<file path="config.mk">
export PLATFORM = sky130hd
export DESIGN_NAME = multicycle_control_fsm
export DESIGN_NICKNAME = d
export VERILOG_FILES = /design/src/rtl/mrisc_ctrl_pkg.sv /design/src/rtl/multicycle_control_fsm.sv
export SDC_FILE = /design/constraint.sdc
export NUM_CORES = 1
export LEC_CHECK = 0
export CAP_MARGIN = 40
export CORE_ASPECT_RATIO = 0.8
export CORE_MARGIN = 3
export CORE_UTILIZATION = 30
export CTS_CLUSTER_SIZE = 24
export DETAILED_ROUTE_END_ITERATION = 7
export DONT_BUFFER_PORTS = 1
export REMOVE_ABC_BUFFERS = 1
export SLEW_MARGIN = 15
export SYNTH_ARGS = -nofsm -noshare
export SYNTH_HDL_FRONTEND = slang
export SYNTH_SLANG_ARGS = --single-unit
</file>
<file path="constraint.sdc">
create_clock -name clk -period 2.3 [get_ports clk]
set_input_delay 0.23 -clock clk [delete_from_list [all_inputs] [get_ports clk]]
set_output_delay 0.23 -clock clk [all_outputs]
set_load 0.1 [all_outputs]
</file>
<file path="src/rtl/mrisc_ctrl_pkg.sv">
// Shared encodings for the Mini RISC multi-cycle control sequencer:
// opcodes, sequencer states and PC source selects.
package mrisc_ctrl_pkg;

  localparam logic [5:0] OP_RTYPE = 6'h00;
  localparam logic [5:0] OP_ADDI  = 6'h01;
  localparam logic [5:0] OP_LD    = 6'h02;
  localparam logic [5:0] OP_ST    = 6'h03;
  localparam logic [5:0] OP_BEQ   = 6'h04;
  localparam logic [5:0] OP_J     = 6'h05;
  localparam logic [5:0] OP_HALT  = 6'h3F;

  typedef enum logic [2:0] {
    ST_FETCH  = 3'd0,
    ST_DECODE = 3'd1,
    ST_EXEC   = 3'd2,
    ST_MEM    = 3'd3,
    ST_WB     = 3'd4,
    ST_HALTED = 3'd5
  } state_e;

  localparam logic [1:0] PC_SRC_SEQ    = 2'd0;
  localparam logic [1:0] PC_SRC_BRANCH = 2'd1;
  localparam logic [1:0] PC_SRC_JUMP   = 2'd2;

  function automatic logic is_legal_op(input logic [5:0] op);
    return (op == OP_RTYPE) || (op == OP_ADDI) || (op == OP_LD) || (op == OP_ST) ||
           (op == OP_BEQ) || (op == OP_J) || (op == OP_HALT);
  endfunction

endpackage

</file>
<file path="src/rtl/multicycle_control_fsm.sv">
// Multi-cycle FETCH/DECODE/EXEC/MEM/WB sequencer with retire counter.
// Optional macro MRISC_ILLEGAL_TRAP_EN: illegal opcodes halt with sticky trap.
module multicycle_control_fsm
  import mrisc_ctrl_pkg::*;
#(
  parameter int RETIRE_W = 32
) (
  input  logic                clk,
  input  logic                rst_n,
  input  logic [5:0]          opcode,
  input  logic                alu_zero,
  input  logic                mem_ready,
  output logic                pc_we,
  output logic                ir_we,
  output logic                rf_we,
  output logic                mem_req,
  output logic                mem_we,
  output logic                addr_sel,
  output logic                alu_src_imm,
  output logic                wb_sel,
  output logic                rd_sel,
  output logic [1:0]          pc_src,
  output logic                halted,
  output logic                trap,
  output logic [RETIRE_W-1:0] retired,
  output state_e              dbg_state
);

  // Memory handshake: mem_req with addr_sel/mem_we stays constant until a
  // cycle where mem_ready=1; that cycle completes the access and advances.
  state_e              r_state;
  state_e              w_next;
  logic                w_retire;
  logic [RETIRE_W-1:0] r_retired;
`ifdef MRISC_ILLEGAL_TRAP_EN
  logic                r_trap;
  logic                w_trap_set;
`endif

  always_comb begin
    w_next      = r_state;
    w_retire    = 1'b0;
    pc_we       = 1'b0;
    ir_we       = 1'b0;
    rf_we       = 1'b0;
    mem_req     = 1'b0;
    mem_we      = 1'b0;
    addr_sel    = 1'b0;
    alu_src_imm = 1'b0;
    wb_sel      = 1'b0;
    rd_sel      = 1'b0;
    pc_src      = PC_SRC_SEQ;
`ifdef MRISC_ILLEGAL_TRAP_EN
    w_trap_set  = 1'b0;
`endif
    // Gating on rst_n makes an asserted reset drop the request immediately.
    if (rst_n) begin
      case (r_state)
        ST_FETCH: begin
          mem_req = 1'b1;
          if (mem_ready) begin
            ir_we  = 1'b1;
            pc_we  = 1'b1;
            w_next = ST_DECODE;
          end
        end
        ST_DECODE: begin
          if (opcode == OP_HALT) begin
            w_next   = ST_HALTED;
            w_retire = 1'b1;
          end else if (opcode == OP_J) begin
            pc_we    = 1'b1;
            pc_src   = PC_SRC_JUMP;
            w_next   = ST_FETCH;
            w_retire = 1'b1;
          end else if (!is_legal_op(opcode)) begin
`ifdef MRISC_ILLEGAL_TRAP_EN
            w_next     = ST_HALTED;
            w_trap_set = 1'b1;
`else
            w_next   = ST_FETCH;
            w_retire = 1'b1;
`endif
          end else begin
            w_next = ST_EXEC;
          end
        end
        ST_EXEC: begin
          alu_src_imm = (opcode == OP_ADDI) || (opcode == OP_LD) || (opcode == OP_ST);
          if (opcode == OP_BEQ) begin
            if (alu_zero) begin
              pc_we  = 1'b1;
              pc_src = PC_SRC_BRANCH;
            end
            w_next   = ST_FETCH;
            w_retire = 1'b1;
          end else if ((opcode == OP_LD) || (opcode == OP_ST)) begin
            w_next = ST_MEM;
          end else begin
            w_next = ST_WB;
          end
        end
        ST_MEM: begin
          mem_req  = 1'b1;
          addr_sel = 1'b1;
          mem_we   = (opcode == OP_ST);
          if (mem_ready) begin
            if (opcode == OP_ST) begin
              w_next   = ST_FETCH;
              w_retire = 1'b1;
            end else begin
              w_next = ST_WB;
            end
          end
        end
        ST_WB: begin
          rf_we    = 1'b1;
          wb_sel   = (opcode == OP_LD);
          rd_sel   = (opcode == OP_RTYPE);
          w_next   = ST_FETCH;
          w_retire = 1'b1;
        end
        ST_HALTED: w_next = ST_HALTED;
        default:   w_next = ST_FETCH;
      endcase
    end
  end

  always_ff @(posedge clk or negedge rst_n) begin
    if (!rst_n) begin
      r_state   <= ST_FETCH;
      r_retired <= '0;
    end else begin
      r_state <= w_next;
      if (w_retire) r_retired <= r_retired + RETIRE_W'(1);
    end
  end

`ifdef MRISC_ILLEGAL_TRAP_EN
  always_ff @(posedge clk or negedge rst_n) begin
    if (!rst_n)          r_trap <= 1'b0;
    else if (w_trap_set) r_trap <= 1'b1;
  end
  assign trap = r_trap;
`else
  assign trap = 1'b0;
`endif

  assign halted    = (r_state == ST_HALTED);
  assign retired   = r_retired;
  assign dbg_state = r_state;

endmodule

</file>
# After elaboration in Yosys (flattened, before gate mapping)
# Index checks and enable logic that the tools add are counted.
dict set report classes {
  reduce_logical 13
  add_sub_neg 1
  mux 46
  n_eq_ne 13
}
# cell count
set op_table {}
lappend op_table {{adder 32 x 1 -> 32 bit (second input constant)} 1}
lappend op_table {{two-way mux 1 bit} 31}
lappend op_table {{two-way mux 3 bit} 6}
lappend op_table {{case mux 3 bit (5 select lines)} 1}
lappend op_table {{== test 6 x 2 -> 1 bit (second input constant)} 2}
lappend op_table {{== test 6 x 3 -> 1 bit (second input constant)} 2}
lappend op_table {{two-way mux 2 bit} 5}
lappend op_table {{logical OR 1 bit} 9}
lappend op_table {{== test 3 x 2 -> 1 bit (second input constant)} 2}
lappend op_table {{== test 3 bit (second input constant)} 2}
lappend op_table {{== test 6 x 1 -> 1 bit (second input constant)} 1}
lappend op_table {{== test 6 bit (second input constant)} 1}
lappend op_table {{logical NOT 6 bit} 1}
lappend op_table {{!= test 2 bit (second input constant)} 2}
lappend op_table {{case mux 1 bit (4 select lines)} 1}
lappend op_table {{case mux 2 bit (2 select lines)} 1}
lappend op_table {{== test 3 x 1 -> 1 bit (second input constant)} 1}
lappend op_table {{logical NOT 3 bit} 1}
lappend op_table {{case mux 1 bit (3 select lines)} 1}
lappend op_table {{AND reduction 3 bit} 1}
lappend op_table {{OR reduction 2 bit} 1}
dict set report totals {
  register_bits 35
  elab_cells 75
}

# Logic depth before layout (Yosys ltp)
# Gate-level depths: netlist of run 1.
dict set report depth {
  word_depth 12
  mapped_depth 7
  mapped_depth_nobuf 5
}

# Least setup slack after synthesis of run 1
# OpenSTA, ideal clock, no wires.
dict set report synth_timing {
  path_kind {register to output}
  start {reg r_state[2], in the netlist dbg_state[2]}
  end {out rd_sel}
  t_required_ns 2.070
  stages_incl_launch_ff 5
  setup_slack_ns -3.015
  arrival_ns 5.085
  cell_sequence {dfrtp_1 > clkbuf_1 > and3_1 > nand2_1 > nor4_1}
}
dict set report synth_between {
  elab_chain_len 3
}
# item line_no
set synth_lines {}
lappend synth_lines {{from (decl)} multicycle_control_fsm.sv:31} ;# state_e r_state;
lappend synth_lines {{from (signal assigned)} multicycle_control_fsm.sv:134} ;# r_state <= w_next;
lappend synth_lines {{== test 3 bit} multicycle_control_fsm.sv:58} ;# case (r_state)
lappend synth_lines {{two-way mux 1 bit} multicycle_control_fsm.sv:58}
lappend synth_lines {{two-way mux 1 bit} multicycle_control_fsm.sv:57} ;# if (rst_n) begin
lappend synth_lines {{to (decl)} multicycle_control_fsm.sv:21} ;# output logic rd_sel,
# Every way passes these cells.

# Worst setup path after layout of run 1
dict set report layout_timing {
  start {reg r_state[2], in the netlist dbg_state[2]}
  end {out mem_we}
}
dict set report layout_between {
  elab_chain_len 3
}
# item line_no
set layout_lines {}
lappend layout_lines {{== test 3 x 2 -> 1 bit} multicycle_control_fsm.sv:58}
lappend layout_lines {{two-way mux 1 bit} multicycle_control_fsm.sv:58}
lappend layout_lines {{two-way mux 1 bit} multicycle_control_fsm.sv:57}
lappend layout_lines {{to (decl)} multicycle_control_fsm.sv:17} ;# output logic mem_we,
# Every way passes these cells.

==> run_results.csv, run 1 <==
group,metric,value,unit
power,combPwrFrac,0.569,
power,leakage,1.28,nW
sta,min_period,2180,ps
power,p_int,0.00151,W
yosys,synth_area_leaders,"dfrtp_1 (43%), xor2_1 (11%), nor4_1 (3.4%), nand2_1 (3.3%), nor3_1 (3.0%)",
clock_network,cts-buffers-inserted,5,
critical_path,worstReg2RegStart,"dbg_state[0]",
sta,fmax,0.458,GHz
die,die-area,7760,sq um
sta,min_period_over_period,0.950,
critical_path,r2r_setup_slack,190,ps
power,pwr-share-seq,0.251,
yosys,synthAdderAreaFrac,0.00620,
yosys,synth_top_family_by_area,"simple AND/OR/NAND/NOR gates",
die,rows,26,
sta,worst_clock_skew,5.13,ps
cells_and_area,area_growth_syn_to_layout,41.4,%
yosys,yosysTopAreaCell,"dfrtp_1",
routing,num_vias,1738,
routing,drt_iter0_markers,52,
critical_path,end_kind,"output pin",
routing,viasPerCell,5.04,
cells_and_area,nFillCells,644,
clock_network,cts_root_buf,"clkbuf_8",
power,ir_drop,0.546,mV
global_routing,grt_overflow,0,
yosys,synth-compound-area-share,0.0582,
clock_network,cts_max_level,2,
power,power_per_cell_area,1100,nW/um^2
placed_design,place_congestion,0.787,
cells_and_area,layout-drive-gt1-share,0.333,
power,power_frac_clock,0.180,
global_routing,grt_pass1_wl,8560,um
sta,drv_slew,0,
critical_path,ff2ff_path_depth,6,
yosys,ys.flop_type,"dfrtp_1",
placed_design,hpwl,3820,um
critical_path,timing.rr.end,"retired[20]",
critical_path,criticalPathCategory,"flip-flop to output pin",
placed_design,place_area,2700,sq um
critical_path,cp_max_fo,8,
placed_design,placed_cells,335,
yosys,synth.most_common_cell,"dfrtp_1",
die,die_w,97.7,um
cells_and_area,finalNetCount,271,
min_path,worstHoldPathCells,3,
critical_path,critPathRequiredTime,2070,ps
global_routing,grt_pass1_vias,1728,
critical_path,cp.arrival,1950,ps
yosys,yosysSeqAreaShare,0.434,
flow_run,drv_cap,0,
routing,ant_nets,0,
global_routing,grtUsageTotal,0.136,
yosys,synth_xor_area_frac,0.139,
yosys,synth_enable_flop_cells,0,
global_routing,antenna_found_initial,0,
die,io_pins,58,
die,die_h,79.4,um
die,core,6440,sq um
yosys,ys_ff_latch,35,
clock_network,clk_pin_slew,70,ps
cells_and_area,n_antenna_cell,0,
min_path,min_to,"retired[16]",
global_routing,grt_max_degree,36,
min_path,min_from,"rst_n",
cells_and_area,design_area,2860,sq um
yosys,synthTopCellsByCount,"dfrtp_1 (35), xor2_1 (26), nand2_1 (18)",
clock_network,clock_latency,270,ps
cells_and_area,stdcell_count,345,
routing,post_drt_wl_per_cell,14.9,um
routing,dr.pass1.iters,4,
clock_network,cts_tree,"built",
yosys,synth_top_area_share,0.434,
placed_design,port_buffers,0,
yosys,yosys_warnings,0,
clock_network,postCtsSetupRepairBufs,0,
sta,timing.hold.ws,246,ps
routing,drc,0,
sta,hold_violations,0,
sta,setup_viol,0,
min_path,hp-class,"input port to flip-flop",
sta,rsz0062_at_grt,"false",
yosys,synth-simple-area-share,0.315,
yosys,muxShareOfSynthArea,0.0112,
status,status,"completed",
yosys,syn_inst,205,
yosys,synth_cell_type_count,47,
routing,routed_wl,5160,um
power,p_switching,0.00163,W
critical_path,worstSetupStartpointType,"flip-flop",
power,swShare,0.519,
clock_network,cts_max_path_buffers,2,
yosys,async_flop_share,1.00,
clock_network,cts.sinks,35,
yosys,netlist_area,2020,sq um
die,start_util,0.314,
yosys,synth_area_per_cell,9.85,sq um
==> cell families after synthesis <==
logic type               count (synthesis)
AND/OR/NAND/NOR                        105
adder cells (fa/ha/maj)                  1
AO/OA/AOI/OAI                           14
buffers and inverters                   15
other                                    1
flip-flops                              35
XOR/XNOR                                32
multiplexers                             2
==> layer usage <==
| metal | GRT usage | vias up | wire [um] |
|---|---|---|---|
| li1 | - | 845 | - |
| met1 | 0.175 | 836 | 2280 |
| met2 | 0.225 | 55 | 2370 |
| met3 | 0.0541 | 2 | 495 |
| met4 | 0.0124 | 0 | 10 |
| met5 | 0 | - | 0 |
==> layout by cell type, fill, tap and decap left out, drive strengths merged, types with 6 or more instances in the layout <==
| cell type | Yosys | final |
|---|---|---|
| nand3 | 10 | 10 |
| xor2 | 26 | 26 |
| nand4 | 6 | 6 |
| dfrtp | 35 | 35 |
| nor3 | 13 | 13 |
| clkbuf | 3 | 10 |
| nand2 | 18 | 18 |
| inv | 6 | 6 |
| nor4 | 15 | 15 |
| buf | 6 | 52 |
| nor2 | 14 | 14 |
| xnor2 | 6 | 6 |
==> repair_timing <==
| item | CTS | global route |
|---|---|---|
| hold buffers | 2 | 0 |
| endpoints found under the hold margin | 35 | 0 |
| resized for setup | 0 | 2 |
| setup endpoints to repair | 0 | 6 |
==> through the flow <==
step	total power, W	util	setup WS [ps]	setup TNS [ps]
after global routing	0.00330	0.443	0.203	0
final	0.00314	0.443	115	0
after detailed placement	0.00257	0.419	83.7	0
after CTS	0.00317	0.442	68.1	0
after floorplan	0.00206	-	-2930	-38190
after global placement	0.00256	0.419	133	0
==> flip-flops by register name (all words and copies together), names as in the netlist <==
name / flops
dbg_state: 3
retired: 32
==> power groups by stage <==
stage,Sequential [W],Combinational (W),Clock (W)
after global placement,0.000793,0.00176,0
after global routing,0.000804,0.00188,0.000616
final,0.000790,0.00179,0.000565
after detailed placement,0.000798,0.00178,0
after CTS,0.000786,0.00180,0.000585
after floorplan,0.00154,0.000513,0
==> area by class of cell <==
class,count,area (sq um),area share
clock buffer,6,82.6,0.0289
sequential,35,876,0.307
clock inverter,2,35.0,0.0123
tap,84,105,0.0368
inverter,6,22.5,0.00789
multi-input combinational,155,1120,0.391
timing repair buffer,57,617,0.216
==> worst max-delay path: stages, from the launching register on <==
cell and delay [ps]:
dfrtp_1 450, buf_4 370, nand2b_1 370, nor2_2 80, and4_1 240, buf_12 170
==> worst max-delay path by stage <==
stage	from	endpoint	slack (ps)	cells after the start
3_5_place_dp	retired[8]	retired[26]	80	5
2_1_floorplan	dbg_state[2]	rd_sel	-2930	3
6_report	dbg_state[2]	mem_we	120	5
3_3_place_gp	retired[7]	retired[26]	130	5
4_1_cts	retired[8]	retired[26]	70	5
5_1_grt	dbg_state[0]	pc_we	0.2	6
Note: power is estimated with default switching activity, not from simulation.
==> run 2: changes to the inputs <==
--- a/config.mk
+++ b/config.mk
@@ -5,6 +5,7 @@
 export SDC_FILE = /design/constraint.sdc
 export NUM_CORES = 1
 export LEC_CHECK = 0
+export ABC_AREA = 1
 export CAP_MARGIN = 40
 export CORE_ASPECT_RATIO = 0.8
 export CORE_MARGIN = 3
==> run 2 against run 1 <==
Compared with the run above:
- register-to-register slack improved by 330 ps
- non-clock buffer count shrank 6
- final cell count up 72%
- synthesized cell count up 110%
- wire length up 53%
- critical path type unchanged
- largest power group unchanged
==> run_results.csv, run 2 <==
group,metric,value,unit
critical_path,cp.arrival,1750,ps
placed_design,hpwl,6110,um
clock_network,clock_latency,280,ps
flow_run,drv_cap,0,
die,die_w,114,um
routing,viasPerCell,4.76,
global_routing,grt_pass1_wl,13500,um
routing,post_drt_wl_per_cell,13.3,um
cells_and_area,design_area,3600,sq um
critical_path,r2r_setup_slack,520,ps
global_routing,met1_usage,0.226,
status,status,"completed",
yosys,ys.flop_type,"dfrtp_1",
cells_and_area,n_antenna_cell,0,
critical_path,end_kind,"output pin",
critical_path,critPathRequiredTime,2070,ps
routing,ant_nets,0,
routing,num_vias,2817,
power,leakage,1.71,nW
sta,min_period,1980,ps
cells_and_area,area_growth_syn_to_layout,28.7,%
die,rows,30,
global_routing,grt_util_met3,0.0398,
sta,timing.hold.ws,92.8,ps
yosys,yosysSeqAreaShare,0.313,
yosys,netlist_area,2800,sq um
cells_and_area,final_cell_mix,"nand2_1 (170), nor2_1 (53), nand2_2 (41)",
cells_and_area,fin_util,0.410,
die,io_pins,58,
critical_path,worstSetupStartpointType,"flip-flop",
die,die_h,92.4,um
critical_path,cp_max_fo,9,
clock_network,clk_pin_slew,60,ps
routing,dr.pass1.iters,6,
routing,drt_iter0_markers,146,
cells_and_area,largest_reg_flops,32,
global_routing,grt_util_met2,0.237,
power,totalPowerFinal,0.00272,W
yosys,synth_cell_type_count,31,
clock_network,cts_max_path_buffers,2,
cells_and_area,layout-drive-gt1-share,0.256,
sta,worst_clock_skew,7.57,ps
clock_network,cts_root_buf,"clkbuf_16",
sta,rsz0062_at_grt,"false",
sta,drv_slew,0,
yosys,synth_area_per_cell,6.50,sq um
sta,hold_violations,0,
global_routing,grt_max_degree,36,
yosys,async_flop_share,1.00,
routing,routed_wl,7880,um
global_routing,grt_pass1_vias,2745,
die,core,8780,sq um
sta,min_period_over_period,0.862,
clock_network,cts.sinks,35,
placed_design,place_congestion,0.848,
cells_and_area,finalNetCount,492,
global_routing,grt_overflow,0,
clock_network,cts-buffers-inserted,5,
global_routing,grt-busiest-layer,"met2",
yosys,synth_area_leaders,"dfrtp_1 (31%), nand2_1 (23%), nand2_2 (9.2%), nor2_1 (7.9%), nand3_1 (6.1%)",
sta,fmax,0.504,GHz
routing,drc,0,
placed_design,place_area,3440,sq um
cells_and_area,final_common_cell,"nand2_1",
yosys,yosys_warnings,0,
sta,setup_viol,0,
global_routing,grtUsageTotal,0.158,
yosys,synth_enable_flop_cells,0,
yosys,ys_ff_latch,35,
yosys,synth.most_common_cell,"nand2_1",
critical_path,criticalPathCategory,"flip-flop to output pin",
die,start_util,0.319,
global_routing,antenna_found_initial,0,
sta,fin_setup_tns,0,ps
yosys,yosysTopAreaCell,"dfrtp_1",
power,power_per_cell_area,754,nW/um^2
clock_network,cts_max_level,2,
min_path,hp-class,"input port to flip-flop",
yosys,synth_top_area_share,0.313,
placed_design,port_buffers,0,
clock_network,cts_tree,"built",
die,die-area,10500,sq um
yosys,syn_inst,431,
power,ir_drop,0.585,mV
yosys,synthTopCellsByCount,"nand2_1 (170), nor2_1 (59), nand2_2 (41)",
clock_network,postCtsSetupRepairBufs,0,
[run 2: cell count changes after synthesis, moves of 4 or more]
cell | before | now
inv_1 | 6 | 24
xor2_1 | 26 | 2
nand2_2 | 0 | 41
nor2_1 | 14 | 59
nor4_2 | 4 | 0
nand3b_1 | 0 | 15
nand2_1 | 18 | 170
inv_2 | 0 | 4
nor3_1 | 12 | 4
nor2b_1 | 4 | 0
nor4_1 | 11 | 0
nand3_1 | 10 | 34
[run 2: worst paths after layout]
path	start	endpoint	cells past startpoint
min reg2reg	retired[30]	retired[30]	2
max reg2reg	retired[1]	retired[29]	10
min in group asynchronous	rst_n	retired[29]	2
max	dbg_state[2]	pc_src[0]	6
max in group asynchronous	rst_n	retired[7]	2
min	rst_n	retired[13]	2
[run 2: cells by family after synthesis]
family | after synthesis | share of synthesized area
flops | 35 | 0.313
buf+inv | 36 | 0.0643
simple gates | 337 | 0.555
fa+ha+maj | 1 | 0.00447
compound gates | 10 | 0.0273
other cells | 1 | 0.00134
xor+xnor | 11 | 0.0344
[run 2: final cells by class]
class / instances / area, sq um
clock buffer: 6 / 129
fill: 923 / 5180
inverter: 28 / 105
multi-input combinational: 360 / 1790
sequential: 35 / 876
tap: 112 / 140
timing repair buffer: 51 / 568
[run 2: per-layer routing]
| layer | share of wire | routed length (um) |
|---|---|---|
| met1 | 0.47 | 3680 |
| met2 | 0.42 | 3300 |
| met3 | 0.11 | 846 |
| met4 | 0.0070 | 55 |
| met5 | 0 | 0 |
[run 2: what timing repair did]
action                                 in CTS  in global routing
endpoints found under the hold margin      35                  0
hold buffers                                2                  0
resized for setup                           0                  0
[run 2: worst max-delay path, cell delays in order (launching register included)]
cell and delay (ps):
dfrtp_1 410, inv_2 140, nand2_1 80, nor2_2 220
nand3_4 140, nor3b_2 240, clkbuf_16 240
[run 2: where the power goes]
| group | switching (W) | internal, W |
|---|---|---|
| Clock | 0.000246 | 0.000389 |
| Combinational | 0.00101 | 0.000321 |
| Sequential | 0.0000822 | 0.000666 |
[run 2: metrics by stage]
stage                     cells  worst slack, ps
after floorplan             423            -1650
after global placement      584              598
after detailed placement    584              532
after CTS                   592              319
after global routing        592              210
final                       592              317
